--- config.mk ---
export PLATFORM = sky130hd
export DESIGN_NAME = regfile_dump_reader
export DESIGN_NICKNAME = d
export VERILOG_FILES = /design/src/rtl/regfile_dump_reader_pkg.sv /design/src/rtl/regfile_dump_reader.sv
export SDC_FILE = /design/constraint.sdc
export NUM_CORES = 1
export LEC_CHECK = 0
export CORE_UTILIZATION = 30
export DETAILED_ROUTE_END_ITERATION = 10
export SYNTH_ARGS = -nofsm -noshare
export SYNTH_HDL_FRONTEND = slang
export SYNTH_SLANG_ARGS = --single-unit
--- constraint.sdc ---
create_clock -name clk -period 4.45 [get_ports clk]
set_input_delay 0.6675 -clock clk [delete_from_list [all_inputs] [get_ports clk]]
set_output_delay 0.6675 -clock clk [all_outputs]
set_load 0.02 [all_outputs]
--- src/rtl/regfile_dump_reader_pkg.sv ---
// Shared widths and FSM encoding for the register-file dump reader.
package regfile_dump_reader_pkg;

    localparam int REG_ADDR_LEN = 5;
    localparam int DATA_LEN     = 32;
    localparam int REG_NUM      = 32;

    typedef enum logic [2:0] {
        DUMP_IDLE  = 3'd0,
        DUMP_DRAIN = 3'd1,
        DUMP_READ  = 3'd2,
        DUMP_SEND  = 3'd3,
        DUMP_DONE  = 3'd4
    } dump_state_t;

    function automatic logic [REG_ADDR_LEN-1:0] to_reg_addr(input int a);
        return REG_ADDR_LEN'(a);
    endfunction

endpackage

--- src/rtl/regfile_dump_reader.sv ---
// Walks FIRST_ADDR..LAST_ADDR through the register-file read port and streams
// {addr, data} beats, holding the CPU stalled for the whole dump.
module regfile_dump_reader
    import regfile_dump_reader_pkg::*;
#(
    parameter int FIRST_ADDR = 0,
    parameter int LAST_ADDR  = REG_NUM - 1
) (
    input  logic                    clk,
    input  logic                    rst_n,
    input  logic                    start,
    input  logic                    abort,
    output logic                    cpu_stall,
    output logic [REG_ADDR_LEN-1:0] rf_raddr,
    input  logic [DATA_LEN-1:0]     rf_rdata,
    output logic                    dump_valid,
    input  logic                    dump_ready,
    output logic [REG_ADDR_LEN-1:0] dump_addr,
    output logic [DATA_LEN-1:0]     dump_data,
    output logic                    busy,
    output logic                    done
);

    localparam logic [REG_ADDR_LEN-1:0] FIRST_IDX = to_reg_addr(FIRST_ADDR);
    localparam logic [REG_ADDR_LEN-1:0] LAST_IDX  = to_reg_addr(LAST_ADDR);

    dump_state_t             state;
    logic [REG_ADDR_LEN-1:0] idx;
    logic                    handshake;

    assign handshake = dump_valid & dump_ready;

    // rf_raddr is loaded one edge early so it already equals idx throughout READ.
    always_ff @(posedge clk or negedge rst_n) begin
        if (!rst_n) begin
            state      <= DUMP_IDLE;
            idx        <= FIRST_IDX;
            cpu_stall  <= 1'b0;
            busy       <= 1'b0;
            done       <= 1'b0;
            dump_valid <= 1'b0;
            rf_raddr   <= '0;
            dump_addr  <= '0;
            dump_data  <= '0;
        end else begin
            done <= 1'b0;
            if (abort) begin
                state      <= DUMP_IDLE;
                cpu_stall  <= 1'b0;
                busy       <= 1'b0;
                dump_valid <= 1'b0;
                rf_raddr   <= '0;
            end else begin
                case (state)
                    DUMP_IDLE: begin
                        rf_raddr <= '0;
                        if (start) begin
                            state     <= DUMP_DRAIN;
                            idx       <= FIRST_IDX;
                            cpu_stall <= 1'b1;
                            busy      <= 1'b1;
                        end
                    end
                    DUMP_DRAIN: begin
                        state    <= DUMP_READ;
                        rf_raddr <= idx;
                    end
                    DUMP_READ: begin
                        dump_data  <= rf_rdata;
                        dump_addr  <= idx;
                        dump_valid <= 1'b1;
                        rf_raddr   <= '0;
                        state      <= DUMP_SEND;
                    end
                    DUMP_SEND: begin
                        if (handshake) begin
                            dump_valid <= 1'b0;
                            if (idx == LAST_IDX) begin
                                state <= DUMP_DONE;
                                done  <= 1'b1;
                            end else begin
                                idx      <= idx + 1'b1;
                                rf_raddr <= idx + 1'b1;
                                state    <= DUMP_READ;
                            end
                        end
                    end
                    DUMP_DONE: begin
                        state     <= DUMP_IDLE;
                        cpu_stall <= 1'b0;
                        busy      <= 1'b0;
                    end
                    default: begin
                        state      <= DUMP_IDLE;
                        cpu_stall  <= 1'b0;
                        busy       <= 1'b0;
                        dump_valid <= 1'b0;
                        rf_raddr   <= '0;
                    end
                endcase
            end
        end
    end

endmodule

==> results of run 1 <==
-- stage by stage --
step	total power [W]	cell area, µm²	std cells	util	hold WS, ns
floorplan	0.000885	2260	165	-	0.372
global placement	0.00114	3150	340	0.435	0.489
detailed placement	0.00115	3150	340	0.435	0.495
CTS	0.00150	3270	348	0.451	0.240
global route	0.00155	3270	348	0.451	0.246
finish	0.00147	3270	348	0.451	0.242
-- kinds of logic after synthesis --
family	share of synthesized area
compound gates	0.0387
xor+xnor	0.0116
fa+ha+maj	0.0166
buf+inv	0.0360
flops	0.587
mux	0.227
simple gates	0.0836
-- power groups by stage --
stage / clock network (W) / registers, W / logic, W
2_1_floorplan: 0 / 0.000766 / 0.000118
3_3_place_gp: 0 / 0.000644 / 0.000498
3_5_place_dp: 0 / 0.000646 / 0.000502
4_1_cts: 0.000356 / 0.000637 / 0.000503
5_1_grt: 0.000374 / 0.000651 / 0.000528
6_report: 0.000340 / 0.000634 / 0.000496
-- registers in the layout (all words and copies together) (netlist names) --
name        cells
idx             5
dump_data      32
busy            1
done            1
dump_valid      1
dump_addr       5
rf_raddr        5
state           3
-- critical path, stage by stage --
cell                              delay [ns]
sky130_fd_sc_hd__clkdlybuf4s50_1        0.46
sky130_fd_sc_hd__or2_1                  0.34
sky130_fd_sc_hd__nor3b_4                0.19
sky130_fd_sc_hd__buf_4                  0.42
sky130_fd_sc_hd__mux2_2                 0.39
-- layout by cell type, fill, tap and decap left out, types with 2 or more instances in the layout --
master and instances:
sky130_fd_sc_hd__buf_4 2, sky130_fd_sc_hd__nand2b_1 2, sky130_fd_sc_hd__ha_1 3, sky130_fd_sc_hd__nand2_1 11, sky130_fd_sc_hd__o21ai_0 2, sky130_fd_sc_hd__mux2_2 42, sky130_fd_sc_hd__a21oi_1 5, sky130_fd_sc_hd__xor2_1 2
sky130_fd_sc_hd__dfrtp_1 53, sky130_fd_sc_hd__clkdlybuf4s50_1 81, sky130_fd_sc_hd__and3_1 2, sky130_fd_sc_hd__nor2_1 12, sky130_fd_sc_hd__and2_1 2, sky130_fd_sc_hd__mux2i_1 4, sky130_fd_sc_hd__clkbuf_8 6, sky130_fd_sc_hd__inv_1 3
-- metal layers --
metal | GRT usage | vias to the layer above | share of wire
met1 | 0.142 | 764 | 0.41
met2 | 0.191 | 50 | 0.49
li1 | - | 739 | -
met5 | 0 | - | 0
met4 | 0.0440 | 0 | 0.012
met3 | 0.0410 | 5 | 0.086
-- layout make-up --
cell class              count  share of cell area
clock buffers               6              0.0252
clock inverters             2              0.0115
inverters                   3             0.00344
multi-input cells         101               0.263
flip-flops and latches     53               0.405
well taps                  99              0.0379
repair buffers             84               0.254
-- worst max-delay path by stage --
stage	startpoint	end	slack [ns]	depth (start not counted)
after floorplan	idx[0]	idx[2]	2.42	6
after global placement	abort	dump_data[5]	1.80	5
after detailed placement	abort	dump_data[4]	1.79	5
after CTS	abort	dump_data[27]	2.13	5
after global routing	abort	dump_addr[1]	2.04	5
final	abort	dump_addr[4]	2.15	5
==> out/qor.txt, run 1 <==
N_diodes = 0
Width of the die = 88.8 µm
Global route total overflow = 0
Max-capacitance violation count = 0
Worst ir drop on vdd = 0.190 mV
Largest driver fanout on the critical path = 37
Number of enable flip-flop cells after synthesis = 0
Die footprint = 7890 µm²
Number of distinct library cells after synthesis = 31
Logic pwr share = 0.337
Synthesized area per cell = 13.7 µm²
Max transition margin = 0.658
Switching power summed over all nets = 0.000428 W
Place WS = 1.79 ns
Crit path DAT = 2.49 ns
CTS max path bufs = 2
Reg2reg setup slack = 2.29 ns
Footprint of the multi-input gates = 860 µm²
Crit Reg-Reg Startpoint = idx[0]
Final min period = 2.30 ns
Root buf cell = sky130_fd_sc_hd__clkbuf_8
WL final = 4410 µm
Outcome = complete, no violations
Number of port buffers = 82
I/O pin total = 83
Total setup buffers inserted after CTS = 0
Async SR Flop Fraction = 1.00
Most used flip-flop cell after synthesis = sky130_fd_sc_hd__dfrtp_1
Maximum clock frequency = 0.435 GHz
Number of search-and-repair iterations in the first detailed-routing pass = 4
Deepest level of the CTS H-tree = 2
Sink Count = 53
Share of layout cells above drive strength 1 = 0.237
Number of violations reported at the end of detailed-routing iteration 0 = 32
Final Hold Vio Count = 0
Routed wirelength normalized by instance count = 12.7 µm
Vias = 1558
Clock slew at the register clock pins of the worst setup and hold paths = 0.09 ns
Smallest setup slack after layout = 2.15 ns
Unrepaired setup endpoints after global routing = no
Sw Ratio = 0.291
Category of the critical setup timing path = primary input to flip-flop
Syn nets = 205
CP Launch Type = primary input
Most frequently used cell type in the post-synthesis netlist = sky130_fd_sc_hd__dfrtp_1
Most frequent cells after synthesis = 53 x sky130_fd_sc_hd__dfrtp_1, 42 x sky130_fd_sc_hd__mux2_2, 12 x sky130_fd_sc_hd__nor2_1
Die Y = 88.8 µm
Worst min path class = primary input to async pin
Power share of the sequential group = 0.432
Endpoint of the most critical register-to-register path = idx[2]
Top cells by area in the synthesized netlist = sky130_fd_sc_hd__dfrtp_1 59%, sky130_fd_sc_hd__mux2_2 21%, sky130_fd_sc_hd__buf_6 2.0%, sky130_fd_sc_hd__nor2_1 2.0%, sky130_fd_sc_hd__nand2_1 1.8%
Gates resized, CTS repair = 0
Share of the synthesized area in the top cell type = 0.587
Part of the total power dissipated in the clock network = 0.231
Hold buffer count at cts = 0
Starting density of the core = 0.312
Total CTS buffers = 5
Dominant cell type by area after synthesis = sky130_fd_sc_hd__dfrtp_1
Worst clock skew on the final layout = 0.00353 ns
Area growth syn-to-layout = 44.7%
Final weighted congestion in routability-driven placement = 0.745
Post-detailed-route DRC marker count = 0
Post-synthesis sequential area ratio = 0.587
GRT Util Overall = 0.117
Critical path endpoint category = flip-flop
Synthesized flop and latch total = 53
Storage element area = 1330 µm²
Netlist area before placement = 2260 µm²
Final worst path period share = 0.516
Pin count of the biggest net entering global routing = 42
Total negative setup slack = 0 ns
Leakage dissipation = 1.39 nW
Cell area power density = 449 nW/µm²
CTS tree = yes
Net count, final = 288
Antenna violations before repair = 0
Standard-cell rows = 31
Wire length of the first global-routing pass = 7000 µm
Post-detail-place hpwl = 3150 µm
Worst Path Required = 4.65 ns
Yosys warnings = 0
Later-pin clock latency in the skew report = 0.30 ns
Via count of the first global-routing pass = 1502
Cell count of the worst reg-to-reg path = 6
Post-Synthesis Cells = 165
Core region area = 7250 µm²
Routed via count divided by cell count = 4.48
Tightest Pin Transition = 0.513 ns
Count of antenna-violating nets left after detailed routing = 0
# fillers = 690
Max Slew Vio Count = 0
Internal power contribution = 0.00104 W
Setup-violating endpoint count in the final report = 0
No activity file was read; power rests on OpenSTA's default activity.
==> run 2: changes to the inputs <==
==> constraint.sdc (replaced) <==
create_clock -name clk -period 2.37 [get_ports clk]
set_input_delay 0.3555 -clock clk [delete_from_list [all_inputs] [get_ports clk]]
set_output_delay 0.3555 -clock clk [all_outputs]
set_load 0.02 [all_outputs]
==> run 2 against run 1 <==
  * Clock-buffer cell count stayed put
  * Die area stayed put
  * Setup slack got worse by 1.9 ns
  * Largest power group unchanged
==> out/qor.txt, run 2 (same netlist as run 1, synthesis figures left out) <==
Critical path's largest stage delay = 0.58 ns (+0.12 ns)
Cell breakdown of the critical path = ha_1, and3_1, ha_1, or4_4, o31a_4, o22a_2
Vias = 1574 (+1.0%)
Cell count after placement = 343 (+0.88%)
Power share of the sequential group = 0.432 (about the same)
Standard-cell rows = 31 (unchanged)
Final min period = 2.11 ns
CTS max path bufs = 2 (unchanged)
Outcome = complete, no violations
Part of the total power dissipated in the clock network = 0.225 (-0.006)
Worst Path Required = 2.57 ns (-2.08 ns)
Final weighted congestion in routability-driven placement = 0.754 (+1.2%)
Crit path DAT = 2.31 ns (-0.18 ns)
Sink Count = 53 (unchanged)
Setup-violating endpoint count in the final report = 0 (unchanged)
Internal power contribution = 0.00194 W (+86%)
Post-detail-place hpwl = 3270 µm (+3.9%)
Gates resized, CTS repair = 0 (unchanged)
Switching power summed over all nets = 0.000812 W (+90%)
I/O pin total = 83 (unchanged)
Place WS = 0.184 ns (-1.61 ns)
Width of the die = 88.8 µm (unchanged)
Later-pin clock latency in the skew report = 0.31 ns (about the same)
Net count, final = 291 (+1.0%)
Logic pwr share = 0.344 (+0.007)
Max Slew Vio Count = 0 (unchanged)
Root buf cell = sky130_fd_sc_hd__clkbuf_8
Register name with the most flops = dump_data
Cell area power density = 833 nW/µm² (+85%)
CP Launch Type = flip-flop
Unrepaired setup endpoints after global routing = no
Hold buffer count at cts = 0 (unchanged)
Total negative setup slack = 0 ns (unchanged)
Routed via count divided by cell count = 4.48 (+0.16%)
Worst min path class = primary input to async pin
Layout Cells excl Fill = 351 (+0.86%)
Max-capacitance violation count = 0 (unchanged)
Core region area = 7250 µm² (unchanged)
Largest register FFs = 32 (unchanged)
Global route total overflow = 0 (unchanged)
Final Hold Vio Count = 0 (unchanged)
Smallest setup slack after layout = 0.262 ns (-1.89 ns)
Critical path endpoint category = flip-flop
Die footprint = 7890 µm² (unchanged)
Via count of the first global-routing pass = 1527 (+1.7%)
Die Y = 88.8 µm (unchanged)
Total setup buffers inserted after CTS = 0 (unchanged)
Share of layout cells above drive strength 1 = 0.242 (+0.00512)
Largest driver fanout on the critical path = 6 (-84%)
Antenna violations before repair = 0 (unchanged)
Wire length of the first global-routing pass = 7260 µm (+3.6%)
Count of antenna-violating nets left after detailed routing = 0 (unchanged)
Category of the critical setup timing path = flip-flop to flip-flop
Worst ir drop on vdd = 0.400 mV (+110%)
GRT busiest layer = met2
Post-detailed-route DRC marker count = 0 (unchanged)
Family with the most delay on the worst path = simple AND/OR/NAND/NOR gates
Number of search-and-repair iterations in the first detailed-routing pass = 4 (unchanged)
Met3 Track Usage GR = 0.0485 (+0.00746)
Final worst path period share = 0.889
Met1 track demand over resource in global routing = 0.152 (+0.00927)
Leakage dissipation = 1.40 nW (+1.2%)
WL final = 4500 µm (+2.1%)
Worst-path cell with the longest stage delay = sky130_fd_sc_hd__or4_4
Maximum clock frequency = 0.474 GHz
N_diodes = 0 (unchanged)
Worst path buffer plus inverter count = 0 (-2)
Max transition margin = 0.611 (-0.0467)
Sw Ratio = 0.295 (+0.00422)
Most frequent cells in the layout = 81 x sky130_fd_sc_hd__clkdlybuf4s50_1, 53 x sky130_fd_sc_hd__dfrtp_1, 42 x sky130_fd_sc_hd__mux2_2, 12 x sky130_fd_sc_hd__nor2_1, 11 x sky130_fd_sc_hd__nand2_1
Crit path top cell by count = sky130_fd_sc_hd__ha_1
Overall power consumption = 0.00275 W (+87%)
Most common cell after layout, fill and taps aside = sky130_fd_sc_hd__clkdlybuf4s50_1
Routed wirelength normalized by instance count = 12.8 µm (+1.3%)
Global-route track usage on met2 = 0.195 (+0.00420)
Number of violations reported at the end of detailed-routing iteration 0 = 59 (+84%)
Deepest level of the CTS H-tree = 2 (unchanged)
Starting density of the core = 0.312 (unchanged)
CTS tree = yes
Pin count of the biggest net entering global routing = 38 (-9.5%)
Number of port buffers = 82 (unchanged)
Area growth syn-to-layout = 45.9%
GRT Util Overall = 0.122 (+0.00532)
Tightest Pin Transition = 0.583 ns (+0.0700 ns)
Worst clock skew on the final layout = 0.00861 ns (+0.00507 ns)
Total CTS buffers = 5 (unchanged)
Clock slew at the register clock pins of the worst setup and hold paths = 0.10 ns (about the same)
run 2: cell types whose count changed in the layout (fill, tap and decap cells not counted), sizes merged:
cell	delta
buf	+3
clkinvlp	-1
clkinv	+1
run 2: power by group through the flow:
| stage | Clock (W) | Combinational, W | Sequential [W] |
|---|---|---|---|
| floorplan | 0 | 0.000222 | 0.00144 |
| global placement | 0 | 0.000948 | 0.00121 |
| detailed placement | 0 | 0.000955 | 0.00121 |
| CTS | 0.000643 | 0.000958 | 0.00119 |
| global route | 0.000679 | 0.00101 | 0.00122 |
| finish | 0.000618 | 0.000944 | 0.00119 |
run 2: final timing paths:
check | start | to | cells past startpoint | slack, ns
max | idx[1] | idx[2] | 6 | 0.26
max reg2reg | idx[1] | idx[2] | 6 | 0.26
min in group clk | dump_data[3] | dump_data[3] | 1 | 0.51
min reg2reg | dump_data[3] | dump_data[3] | 1 | 0.51
min | rst_n | busy | 1 | 0.03
max in group asynchronous | rst_n | dump_data[17] | 2 | 1.69
run 2: layer usage:
metal | wire (µm) | up-vias | share of wire
met2 | 2130 | 48 | 0.47
met1 | 1960 | 774 | 0.43
li1 | - | 745 | -
met5 | 0 | - | 0
met3 | 360 | 7 | 0.080
met4 | 51 | 0 | 0.011
run 2: final cells by class:
cell class,instances,area (µm²)
Sequential cell,53,1330
Multi-Input combinational cell,101,860
Timing Repair Buffer,87,866
Fill cell,690,3960
Clock inverter,2,38.8
Tap cell,99,124
Clock buffer,6,72.6
Inverter,3,11.3
run 2: stage by stage:
step           area (µm²)   util  hold WS (ns)
2_1_floorplan        2260      -        0.0599
3_3_place_gp         3190  0.439         0.401
3_5_place_dp         3190  0.439         0.401
4_1_cts              3300  0.455        0.0576
5_1_grt              3300  0.455        0.0631
6_report             3300  0.455        0.0342
run 2: worst register-to-register path, stage by stage (launching register included):
cell and delay, ns:
sky130_fd_sc_hd__dfrtp_1 0.44, sky130_fd_sc_hd__ha_1 0.23, sky130_fd_sc_hd__and3_1 0.20, sky130_fd_sc_hd__ha_1 0.21
sky130_fd_sc_hd__or4_4 0.58, sky130_fd_sc_hd__o31a_4 0.16, sky130_fd_sc_hd__o22a_2 0.18
